--- config.mk ---
export PLATFORM = sky130hd
export DESIGN_NAME = mem_arbiter
export DESIGN_NICKNAME = d
export VERILOG_FILES = /design/src/rtl/mem_arb_pkg.sv /design/src/rtl/mem_arb_sel.sv /design/src/rtl/mem_arbiter.sv
export SDC_FILE = /design/constraint.sdc
export NUM_CORES = 1
export LEC_CHECK = 0
export CAP_MARGIN = 40
export CORE_AREA = 5 5 160 85
export CTS_CLUSTER_DIAMETER = 80
export CTS_CLUSTER_SIZE = 40
export DETAILED_ROUTE_END_ITERATION = 8
export DIE_AREA = 0 0 165 90
export GPL_ROUTABILITY_DRIVEN = 1
export PLACE_DENSITY_LB_ADDON = 0.3
export SYNTH_ARGS = -nofsm -noshare
export SYNTH_HDL_FRONTEND = slang
export SYNTH_SLANG_ARGS = --single-unit
--- constraint.sdc ---
create_clock -name clk -period 2.55 [get_ports clk]
set_clock_uncertainty 0.2 [all_clocks]
set_input_delay 0.3825 -clock clk [delete_from_list [all_inputs] [get_ports clk]]
set_output_delay 0.3825 -clock clk [all_outputs]
set_load 0.005 [all_outputs]
--- src/rtl/mem_arb_pkg.sv ---
// Shared types and helpers for the two-port memory arbiter.
package mem_arb_pkg;

  typedef enum logic [1:0] {
    IDLE  = 2'd0,
    ISSUE = 2'd1,
    WAIT  = 2'd2,
    DONE  = 2'd3
  } arb_state_e;

  localparam logic SEL_I = 1'b0;
  localparam logic SEL_D = 1'b1;

  // Width of the WAIT down-counter; never narrower than one bit.
  function automatic int wait_cnt_w(input int wait_states);
    return (wait_states < 1) ? 1 : $clog2(wait_states + 1);
  endfunction

endpackage

--- src/rtl/mem_arb_sel.sv ---
// Combinational grant selector: one-hot grant indexed by SEL_I/SEL_D,
// prio names the port that wins when both request.
module mem_arb_sel
  import mem_arb_pkg::*;
(
  input  logic       i_req,
  input  logic       d_req,
  input  logic       prio,
  output logic [1:0] gnt
);

  always_comb begin
    gnt = 2'b00;
    if (d_req && (!i_req || prio == SEL_D)) begin
      gnt[SEL_D] = 1'b1;
    end else if (i_req) begin
      gnt[SEL_I] = 1'b1;
    end
  end

endmodule

--- src/rtl/mem_arbiter.sv ---
// Instruction/data port arbiter sharing one single-port synchronous RAM.
// Define MEM_ARB_RR_EN for round-robin arbitration; default is data-first.
module mem_arbiter
  import mem_arb_pkg::*;
#(
  parameter int ADDR_W      = 10,
  parameter int DATA_W      = 32,
  parameter int WAIT_STATES = 0
) (
  input  logic                clk,
  input  logic                rst,
  input  logic                i_req,
  input  logic [31:0]         i_addr,
  output logic [DATA_W-1:0]   i_rdata,
  output logic                i_ack,
  input  logic                d_req,
  input  logic                d_we,
  input  logic [DATA_W/8-1:0] d_be,
  input  logic [31:0]         d_addr,
  input  logic [DATA_W-1:0]   d_wdata,
  output logic [DATA_W-1:0]   d_rdata,
  output logic                d_ack,
  output logic                mem_en,
  output logic [DATA_W/8-1:0] mem_we,
  output logic [ADDR_W-1:0]   mem_addr,
  output logic [DATA_W-1:0]   mem_wdata,
  input  logic [DATA_W-1:0]   mem_rdata,
  output logic                busy
);

  localparam int CW = wait_cnt_w(WAIT_STATES);

  // Handshake: a port raises req with stable fields and holds them until its
  // one-cycle ack; rdata is valid with ack and held until that port's next ack.
  arb_state_e    state;
  logic          sel;
  logic [CW-1:0] cnt;
  logic [1:0]    gnt;
  logic          prio;

  logic unused_addr;
  assign unused_addr = ^{i_addr[31:ADDR_W+2], i_addr[1:0],
                         d_addr[31:ADDR_W+2], d_addr[1:0]};

`ifdef MEM_ARB_RR_EN
  // Favour the port that was not served by the access just completed.
  always_ff @(posedge clk or negedge rst) begin
    if (!rst) begin
      prio <= SEL_D;
    end else if (state == DONE) begin
      prio <= ~sel;
    end
  end
`else
  assign prio = SEL_D;
`endif

  mem_arb_sel u_sel (
    .i_req (i_req),
    .d_req (d_req),
    .prio  (prio),
    .gnt   (gnt)
  );

  always_ff @(posedge clk or negedge rst) begin
    if (!rst) begin
      state     <= IDLE;
      sel       <= SEL_D;
      cnt       <= '0;
      mem_en    <= 1'b0;
      mem_we    <= '0;
      mem_addr  <= '0;
      mem_wdata <= '0;
      i_rdata   <= '0;
      d_rdata   <= '0;
      i_ack     <= 1'b0;
      d_ack     <= 1'b0;
      busy      <= 1'b0;
    end else begin
      i_ack <= 1'b0;
      d_ack <= 1'b0;
      case (state)
        IDLE: begin
          if (gnt != 2'b00) begin
            state  <= ISSUE;
            busy   <= 1'b1;
            mem_en <= 1'b1;
            if (gnt[SEL_D]) begin
              sel       <= SEL_D;
              mem_addr  <= d_addr[ADDR_W+1:2];
              mem_wdata <= d_wdata;
              mem_we    <= d_we ? d_be : '0;
            end else begin
              sel      <= SEL_I;
              mem_addr <= i_addr[ADDR_W+1:2];
              mem_we   <= '0;
            end
          end
        end
        ISSUE: begin
          state  <= WAIT;
          mem_en <= 1'b0;
          mem_we <= '0;
          cnt    <= CW'(WAIT_STATES);
        end
        WAIT: begin
          if (cnt == '0) begin
            state <= DONE;
            if (sel == SEL_D) begin
              d_rdata <= mem_rdata;
              d_ack   <= 1'b1;
            end else begin
              i_rdata <= mem_rdata;
              i_ack   <= 1'b1;
            end
          end else begin
            cnt <= cnt - 1'b1;
          end
        end
        DONE: begin
          state <= IDLE;
          busy  <= 1'b0;
        end
        default: begin
          state <= IDLE;
          busy  <= 1'b0;
        end
      endcase
    end
  end

endmodule

==> metrics.yaml <==
outcome: "finished clean"
largest_vdd_supply_drop_mv: 0.6000
muxShareOfSynthArea: 0.2656
total_half_perimeter_wirelength_after_legalization_and_detailed_placement_um: 8930
coreArea_um2: 12190
initial_utilization: 0.3679
power.leakage_nw: 3.135
critPathKind: "reg2reg"
min_path_type: "reg2reg"
layout-drive-gt1-share: 0.2663
routed_via_density: 4.579
boundary_pin_count: 251
synth-simple-area-share: 0.02036
port_buffers: 206
met1Wirelength_um: 4727
timing.critical_path.arrival_ns: 2.09
grt_util_all_layers: 0.1652
largest_net_degree_at_the_start_of_global_routing: 51
start_kind: "flip-flop"
period_share: 0.7892
final.fill_count: 998
ys.warnings.count: 0
clkSlewWorstSetupHoldPaths_ns: 0.06
postCtsSetupRepairBufs: 0
post_synth_instance_area_um2: 4486
synth_cells: 289
clock_tree.htree_level_count: 4
timing.setup.tns_ns: 0
max_slew.worst_pin.slew_ns: 0.4878
cp-end-kind: "flip-flop"
overflow_after_grt: 0
drt-pass1-iter-count: 4
multi_input_gate_area_in_the_final_layout_um2: 1483
finalSetupViolCount: 0
detailroute.via_count: 3169
insertion_delay_ns: 0.39
critPathMaxFanout: 33
met2RoutedLength_um: 5413
die-height_um: 90
top_metal_layer_carrying_routed_signals: "met4"
cp_bufs_invs: 2
totalPowerFinal_mw: 9.680
drtAntennaViolNets: 0
clkSinkCount: 117
grt_antenna_before_repair: 0
synthDistinctLibCells: 19
drt-wirelength-per-cell_um: 17.25
cts_max_path_buffers: 2
first_global_vias: 3617
regArea_um2: 2929
row_count: 29
synthToLayoutAreaGrowth_pct: 64.97
wl_um: 11940
synth-adder-area-share: 0.01395
final_critical_path_setup_slack_ns: 0.5375
number_of_maximum_capacitance_constraint_violations: 0
die_x_um: 165
ctsRootBufferMaster: "clkbuf_16"
syn-mean-instance-area_um2: 15.52
critical-path-top-delay-family: "buffers and inverters"
hold_violation_total_from_the_final_report: 0
first_iter_violations: 107
antenna-diode-count: 0
dominant_combinational_cell_family_by_area_after_synthesis: "multiplexers"
clock.fmax_mhz: 496.9
synth_enable_flop_cells: 0
cts_tree: "built"
die-area_um2: 14850
yosysSeqAreaShare: 0.6530
route.detailed.drc: 0
synth_top_flop_cell: "dfrtp_1"
critPathRequiredTime_ns: 2.63
number_of_buffers_inserted_during_clock_tree_synthesis: 17
postSynthNetCount: 431
grt_setup_unrepaired: "false"
grt_first_pass_wirelength_um: 19140
slew_headroom: 0.6748
dpl_worst_slack_ns: 0.4559
crit_path_top_delay_cell: "dfrtp_1"
dpl_cell_area_um2: 6784
route.met3.wl_um: 1698
critical-path-max-stage-delay_ns: 0.41
nNetsFinal: 651
synth-compound-area-share: 0.02901
timing.critical_path.cells: "inv_1 -> ha_1 -> nand2_1 -> buf_4 -> mux2_2"
synth_seq_cells: 117
power.density_nw_per_um2: 1308
slew_violations: 0
synth_async_sr_flop_share: 1.000
synth_xor_xnor_area_share: 0
finalWorstPathRequiredPeriod_ns: 2.013
finalWeightedCongestion: 0.7574
cts_resized: 0
stdcell_area_um2: 7400
## Yosys cell counts (3+ instances only)
cell type,instances,area share
a22o_1,5,0.0098
buf_2,11,0.012
clkbuf_1,3,0.0025
dfrtp_1,116,0.65
ha_1,5,0.014
inv_1,4,0.0033
mux2_2,96,0.24
mux2i_1,11,0.025
nand2_1,16,0.013
nor2_1,3,0.0025
o21ai_0,11,0.012
## cells in the final DEF, fill, tap and decap left out, types with 2 or more instances in the layout
master / synthesis / layout
a22o_1: 5 / 5
buf_12: 0 / 2
buf_4: 0 / 7
bufinv_16: 0 / 3
clkbuf_16: 0 / 17
clkdlybuf4s50_1: 0 / 205
clkinv_4: 0 / 2
clkinvlp_4: 0 / 5
dfrtp_1: 116 / 116
ha_1: 5 / 5
inv_1: 4 / 4
inv_6: 0 / 3
mux2_2: 96 / 96
mux2i_1: 11 / 11
nand2_1: 16 / 16
nor2_1: 3 / 3
o21ai_0: 11 / 11
## path summary, 6_finish.rpt
kind                        startpoint  slack [ns]  depth (start not counted)             to
setup / recovery              state[0]        0.54                          5  mem_wdata[19]
hold / removal             mem_addr[1]        0.28                          2    mem_addr[1]
setup reg to reg              state[0]        0.54                          5  mem_wdata[19]
hold reg to reg            mem_addr[1]        0.28                          2    mem_addr[1]
max in group asynchronous          rst        1.14                          3            sel
min in group asynchronous          rst        0.31                          2    mem_addr[0]
## logic make-up (layout without fill, tap and decap cells)
logic type,count (synthesis),count (layout)
muxes,107,107
DFF,117,117
AOI/OAI and AO/OA,20,20
adders and majority gates,5,5
buffers and inverters,18,251
and+or+nand+nor,22,22
## final cells by class
cell class | count | share of cell area
clock buffer | 18 | 0.05800
inverter | 4 | 0.002029
timing repair buffer | 215 | 0.2912
tap | 170 | 0.02875
multi-input combinational | 154 | 0.2004
sequential | 117 | 0.3958
clock inverter | 14 | 0.02384
## state kept, by name, indices dropped and copies added (netlist names)
signal     count
mem_addr      10
busy           1
i_ack          1
i_rdata       32
mem_wdata     32
state          2
sel            1
mem_en         1
d_ack          1
mem_we         4
d_rdata       32
## stage by stage
step	util	instances	hold slack, ns
finish	0.6069	692	0.2775
global route	0.6069	692	0.3155
CTS	0.6069	692	0.2860
detailed placement	0.5564	659	0.1775
global placement	0.5564	659	0.1747
floorplan	-	289	-0.1131
## per-layer routing
| layer | GRT usage | vias to the layer above |
|---|---|---|
| met2 | 0.2554 | 136 |
| met5 | 0 | - |
| met4 | 0.04983 | 0 |
| met3 | 0.1033 | 9 |
| li1 | - | 1468 |
| met1 | 0.1898 | 1556 |
## power breakdown
group | switching [mW] | total [mW] | internal [mW]
Combinational | 1.29 | 3.94 | 2.65
Clock | 0.876 | 2.42 | 1.55
Sequential | 0.495 | 3.32 | 2.82
## worst min-delay path, stage by stage, from the launching register on
cell     delay [ns]
dfrtp_1        0.34
nand2_1        0.04
o21ai_0        0.06
## what timing repair did
action                                 in CTS  in global routing
hold buffers                                1                  0
endpoints found under the hold margin      35                  0
setup endpoints to repair                   0                  0
Power figures use the tool's default switching activity.
